<file path="src/rtl/rf_defs_pkg.sv">
// Shared register-file defaults and type aliases for the core and the bench.
package rf_defs;

   localparam int unsigned RF_XLEN = 32;
   localparam int unsigned RF_NREG = 32;
   localparam int unsigned RF_AW   = $clog2(RF_NREG);

   typedef logic [RF_XLEN-1:0] rf_word_t;
   typedef logic [RF_AW-1:0]   rf_addr_t;

endpackage : rf_defs

</file>
<file path="src/rtl/rf_scoreboard.sv">
// Per-register busy bits: issue sets, any write clears, issue wins a same-cycle tie.
module rf_scoreboard
   import rf_defs::*;
#(
   parameter int unsigned NREG   = RF_NREG,
   parameter int unsigned NRD    = 2,
   parameter int unsigned NWR    = 2,
   parameter int unsigned BYPASS = 1,
   localparam int unsigned AW    = $clog2(NREG)
) (
   input  logic              clk,
   input  logic              rst,
   input  logic [NWR-1:0]    wr_en,
   input  logic [NWR*AW-1:0] wr_addr,
   input  logic              iss_en,
   input  logic [AW-1:0]     iss_addr,
   input  logic [NRD*AW-1:0] rd_addr,
   output logic [NRD-1:0]    rd_busy
);

   logic [NREG-1:0] busy;
   logic [NREG-1:0] busy_nxt;
   logic [NREG-1:0] wr_hit;
   logic [NREG-1:0] iss_hit;

   // Decode this cycle's write targets and issue target; register 0 is never tracked.
   always_comb begin
      wr_hit  = '0;
      iss_hit = '0;
      for (int unsigned k = 0; k < NWR; k++) begin
         if (wr_en[k]) wr_hit[wr_addr[k*AW +: AW]] = 1'b1;
      end
      if (iss_en) iss_hit[iss_addr] = 1'b1;
      wr_hit[0]  = 1'b0;
      iss_hit[0] = 1'b0;
      busy_nxt   = (busy & ~wr_hit) | iss_hit;
   end

   // Busy bit storage.
   always_ff @(posedge clk or posedge rst) begin
      if (rst) busy <= '0;
      else     busy <= busy_nxt;
   end

   // Per-port busy view, hiding a producer that is completing in this very cycle.
   for (genvar p = 0; p < int'(NRD); p++) begin : g_rd
      logic [AW-1:0] ra;
      logic          masked;
      assign ra       = rd_addr[p*AW +: AW];
      assign masked   = (BYPASS != 0) && wr_hit[ra] && !iss_hit[ra];
      assign rd_busy[p] = !rst && busy[ra] && !masked;
   end

endmodule : rf_scoreboard

</file>
<file path="src/rtl/regfile_mp.sv">
// Multi-ported register file with x0 hardwired to zero, optional write bypass and busy scoreboard.
module regfile_mp
   import rf_defs::*;
#(
   parameter int unsigned XLEN   = RF_XLEN,
   parameter int unsigned NREG   = RF_NREG,
   parameter int unsigned NRD    = 2,
   parameter int unsigned NWR    = 2,
   parameter int unsigned BYPASS = 1,
   localparam int unsigned AW    = $clog2(NREG)
) (
   input  logic                clk,
   input  logic                rst,
   input  logic [NWR-1:0]      wr_en,
   input  logic [NWR*AW-1:0]   wr_addr,
   input  logic [NWR*XLEN-1:0] wr_data,
   input  logic [NRD*AW-1:0]   rd_addr,
   output logic [NRD*XLEN-1:0] rd_data,
   output logic [NRD-1:0]      rd_busy,
   input  logic                iss_en,
   input  logic [AW-1:0]       iss_addr
);

   logic [XLEN-1:0] mem [NREG];

   // Register array; ports applied in ascending order so the highest index wins a collision.
   always_ff @(posedge clk or posedge rst) begin
      if (rst) begin
         for (int unsigned r = 0; r < NREG; r++) mem[r] <= '0;
      end else begin
         for (int unsigned k = 0; k < NWR; k++) begin
            if (wr_en[k] && (wr_addr[k*AW +: AW] != '0))
               mem[wr_addr[k*AW +: AW]] <= wr_data[k*XLEN +: XLEN];
         end
      end
   end

   // Zero-latency read ports with optional same-cycle forwarding from the write ports.
   for (genvar p = 0; p < int'(NRD); p++) begin : g_rd
      logic [AW-1:0]   ra;
      logic [XLEN-1:0] rv;
      assign ra = rd_addr[p*AW +: AW];

      // Array value, overridden by the highest-indexed matching write when bypassing.
      always_comb begin
         rv = (ra == '0) ? '0 : mem[ra];
         if (BYPASS != 0) begin
            for (int unsigned k = 0; k < NWR; k++) begin
               if (wr_en[k] && (ra != '0) && (wr_addr[k*AW +: AW] == ra))
                  rv = wr_data[k*XLEN +: XLEN];
            end
         end
      end

      assign rd_data[p*XLEN +: XLEN] = rst ? '0 : rv;
   end

   rf_scoreboard #(
      .NREG   (NREG),
      .NRD    (NRD),
      .NWR    (NWR),
      .BYPASS (BYPASS)
   ) u_scoreboard (
      .clk      (clk),
      .rst      (rst),
      .wr_en    (wr_en),
      .wr_addr  (wr_addr),
      .iss_en   (iss_en),
      .iss_addr (iss_addr),
      .rd_addr  (rd_addr),
      .rd_busy  (rd_busy)
   );

endmodule : regfile_mp
</file>
<file path="config.mk">
export PLATFORM = sky130hd
export DESIGN_NAME = regfile_mp
export DESIGN_NICKNAME = d
export VERILOG_FILES = /design/src/rtl/rf_defs_pkg.sv /design/src/rtl/rf_scoreboard.sv /design/src/rtl/regfile_mp.sv
export SDC_FILE = /design/constraint.sdc
export NUM_CORES = 2
export LEC_CHECK = 0
export CORE_AREA = 5 5 373 375
export CTS_BUF_LIST = sky130_fd_sc_hd__clkbuf_8
export DETAILED_ROUTE_END_ITERATION = 7
export DIE_AREA = 0 0 378 380
export GPL_TIMING_DRIVEN = 0
export PLACE_DENSITY_LB_ADDON = 0.05
export SKIP_LAST_GASP = 1
export SLEW_MARGIN = 15
export SYNTH_ARGS = -nofsm -noshare
export SYNTH_HDL_FRONTEND = slang
export SYNTH_HIERARCHICAL = 1
export SYNTH_SLANG_ARGS = --single-unit
</file>
<file path="constraint.sdc">
create_clock -name clk -period 91.6 [get_ports clk]
set_input_delay 13.74 -clock clk [delete_from_list [all_inputs] [get_ports clk]]
set_output_delay 13.74 -clock clk [all_outputs]
set_load 0.005 [all_outputs]
</file>
==> impl_metrics.env <==
export IMPL_final_cell_mix="1055 x dfrtp_1, 967 x mux2i_1, 606 x nand2_1, 595 x mux4_2, 577 x nor2_1"
export IMPL_synth_area_per_cell_um2=10.7
export IMPL_hold_depth=1
export IMPL_met2_usage_pct=58.2
export IMPL_die_w_um=378
export IMPL_startpoint_type="primary input"
export IMPL_initial_utilization_pct=49.7
export IMPL_yosys_warnings=6
export IMPL_path_cells="clkdlybuf4s50_1, buf_2, nor4_1, nor2b_1, nor3_1, clkbuf_1, a221oi_1, a221oi_1, clkdlybuf4s50_1"
export IMPL_io_pins=160
export IMPL_fillers=12058
export IMPL_place_congestion=1.06
export IMPL_drc=0
export IMPL_path_buf_inv=4
export IMPL_fin_crit_sh_pct=36.4
export IMPL_min_to="mem[1003]$_DFF_PP0_"
export IMPL_netlist_area_mm2=0.0671
export IMPL_h_tree_depth=4
export IMPL_finalMaxSlewViolations=0
export IMPL_grt_util_met3_pct=19.0
export IMPL_ir_worst_vdd_uv=15.7
export IMPL_syn2layout_area_growth_pct=11.8
export IMPL_ys_ff_latch=1055
export IMPL_multiInputGateArea_mm2=0.0373
export IMPL_clock_skew_ns=0
export IMPL_post_drt_wl_per_cell_um=36.2
export IMPL_use_met1_pct=57.7
export IMPL_ys_flop_type="dfrtp_1"
export IMPL_finalCriticalPeriod_ns=33.30
export IMPL_synth_fp_nets=6347
export IMPL_fmax_mhz=30.0
export IMPL_netlist_instances=6253
export IMPL_placementRows=135
export IMPL_pwr_share_seq_pct=42.6
export IMPL_antenna_found_initial=22
export IMPL_cts_buffers=197
export IMPL_p_leak_nw=32.4
export IMPL_final_setup_tns_ns=0
export IMPL_via_count=59030
export IMPL_clkTransAtPathRegs_ns=0.06
export IMPL_tightest_slew_ns=1.48
export IMPL_port_buffers=123
export IMPL_clockRootBuffer="clkbuf_8"
export IMPL_violations="max-capacitance violations"
export IMPL_cpLargestDelayFamily="buffers and inverters"
export IMPL_arrival_ns=19.56
export IMPL_p_sw_w=0.000558
export IMPL_power_density_mw_per_mm2=21.6
export IMPL_clockBufferDepth=3
export IMPL_synth_edf_count=0
export IMPL_combPwrFrac_pct=27.9
export IMPL_grt_pass1_wl_um=431000
export IMPL_finalSetupViolations=0
export IMPL_crit_path_end_kind="primary output"
export IMPL_final_seq_area_mm2=0.0264
export IMPL_crit_required_ns=77.86
export IMPL_drive_gt1_share_pct=16.6
export IMPL_yosysSeqAreaShare_pct=39.3
export IMPL_cts_setup_buffers=0
export IMPL_hp_start="mem[1003]$_DFF_PP0_"
export IMPL_ant_nets=0
export IMPL_cap_violations=1
export IMPL_grt_max_degree=107
export IMPL_async_reset_ff_share_pct=100
export IMPL_final_common_cell="dfrtp_1"
export IMPL_power_switching_share_pct=34.4
export IMPL_grt_setup_unrepaired="false"
export IMPL_reg2regPathDepth=3
export IMPL_clock_sinks=1055
export IMPL_cp_slowest_cell="nor3_1"
export IMPL_r2r_start="mem[882]$_DFF_PP0_"
export IMPL_clkPwrFrac_pct=29.5
export IMPL_rrSetupSlack_ns=90.55
export IMPL_dpl_worst_slack_ns=58.90
export IMPL_status="complete, but fails checks"
export IMPL_synth_cell_types=61
export IMPL_routed_via_density=6.90
export IMPL_max_stage_delay_ns=1.21
export IMPL_p_int_w=0.00106
export IMPL_hp_class="flop to flop"
export IMPL_first_iter_violations=8479
export IMPL_cts_tree="yes"
export IMPL_busiest_layer="met2"
export IMPL_die_h_um=380
export IMPL_grtUsageTotal_pct=42.4
export IMPL_wirelength_um=310000
export IMPL_worstSetupPathType="primary input to primary output"
export IMPL_first_global_vias=56898
export IMPL_layout_nets=6698
export IMPL_cp_max_fo=10
export IMPL_ctsHoldBuffers=0
export IMPL_power_total_w=0.00162
export IMPL_coreArea_mm2=0.135
export IMPL_first_pass_iters=6
export IMPL_post_cts_resized=0
export IMPL_finalHoldViolations=0
export IMPL_slew_headroom_pct=0.819
export IMPL_r2r_end="mem[882]$_DFF_PP0_"
export IMPL_worst_slack_ns=58.30
export IMPL_dieArea_mm2=0.144
export IMPL_dpl_hpwl_um=239000
export IMPL_insertion_delay_ns=0.96
export IMPL_overflow=0
==> synth_stat cells (all sizes together) (3+ instances only) <==
library cell | count | share of area, %
nand2 | 606 | 3.4
nor2b | 11 | 0.10
dfrtp | 1055 | 39
mux2i | 967 | 14
o211ai | 5 | 0.056
o21a | 3 | 0.034
nand3 | 14 | 0.10
clkbuf | 545 | 3.0
a221oi | 128 | 1.7
xnor2 | 23 | 0.30
a211oi | 3 | 0.034
o22a | 3 | 0.039
or3b | 10 | 0.14
mux2 | 8 | 0.13
nor3b | 7 | 0.078
and3b | 9 | 0.12
nor3 | 13 | 0.13
nand3b | 13 | 0.15
a32oi | 34 | 0.44
and2 | 3 | 0.028
o21ai | 502 | 3.7
mux4 | 595 | 20
a31oi | 3 | 0.028
nand2b | 64 | 0.60
buf | 237 | 1.8
inv | 53 | 0.30
o41ai | 4 | 0.052
or2 | 4 | 0.037
nor2 | 579 | 3.2
a22o | 3 | 0.039
a21oi | 516 | 3.8
or3 | 3 | 0.028
nand4 | 8 | 0.075
a21o | 10 | 0.11
o22ai | 28 | 0.26
and3 | 7 | 0.065
a22oi | 148 | 1.7
o32ai | 6 | 0.078
==> per-layer routing <==
layer  part of all wire (%)  up-vias
met2                     41     4242
met4                    5.5       16
met1                     39    30143
li1                       -    23859
met5                  0.090        -
met3                     14      770
==> power by group through the flow <==
stage,Sequential (W),Clock [W],Combinational (W)
detailed placement,0.000689,0,0.000434
CTS,0.000682,0.000478,0.000434
floorplan,0.000654,0,0.000307
finish,0.000690,0.000477,0.000452
global route,0.000702,0.000497,0.000478
global placement,0.000682,0,0.000423
==> per-stage QoR <==
step	hold slack [ns]	area [um^2]	util [%]	std cells
2_1_floorplan	0.441	67100	-	6253
3_3_place_gp	0.453	70600	52.3	8157
3_5_place_dp	0.466	70900	52.5	8169
4_1_cts	0.480	74900	55.5	8520
5_1_grt	0.496	75000	55.6	8542
6_report	0.471	75100	55.6	8551
==> logic make-up (layout without fill, tap and decap cells) <==
family                 count (synthesis)  count (layout)  share of synthesized area, %
AND/OR/NAND/NOR                     1358            1358                          8.36
XOR/XNOR                              24              24                         0.313
multiplexers                        1570            1570                          34.5
buffers and inverters                836            1339                          5.18
AO/OA/AOI/OAI                       1410            1410                          12.3
flip-flops                          1055            1055                          39.3
other                                  0              14                             0
==> flip-flops by register name (all words and copies together), names as in the netlist <==
signal             count
u_scoreboard/busy     31
mem                 1024
==> how the worst max path moves through the flow <==
| stage | startpoint | endpoint | slack, ns | cells past startpoint |
|---|---|---|---|---|
| 2_1_floorplan | rst | mem[0]$_DFF_PP0_ | 48.96 | 2 |
| 3_3_place_gp | rst | mem[1009]$_DFF_PP0_ | 33.73 | 3 |
| 3_5_place_dp | rd_addr[8] | rd_data[55] | 58.90 | 9 |
| 4_1_cts | wr_addr[3] | rd_data[55] | 58.90 | 9 |
| 5_1_grt | rd_addr[3] | rd_data[21] | 58.71 | 9 |
| 6_report | rd_addr[3] | rd_data[21] | 58.30 | 9 |
==> cell type report <==
cell class | count | area share, %
plain buffers | 782 | 4.38
inverters | 54 | 0.280
flip-flops and latches | 1055 | 35.2
diodes | 14 | 0.0467
well taps | 1781 | 2.97
clock buffers | 251 | 4.60
repair buffers | 152 | 2.23
clock inverters | 100 | 0.667
multi-input cells | 4362 | 49.6
No activity file was read; power rests on OpenSTA's default activity.
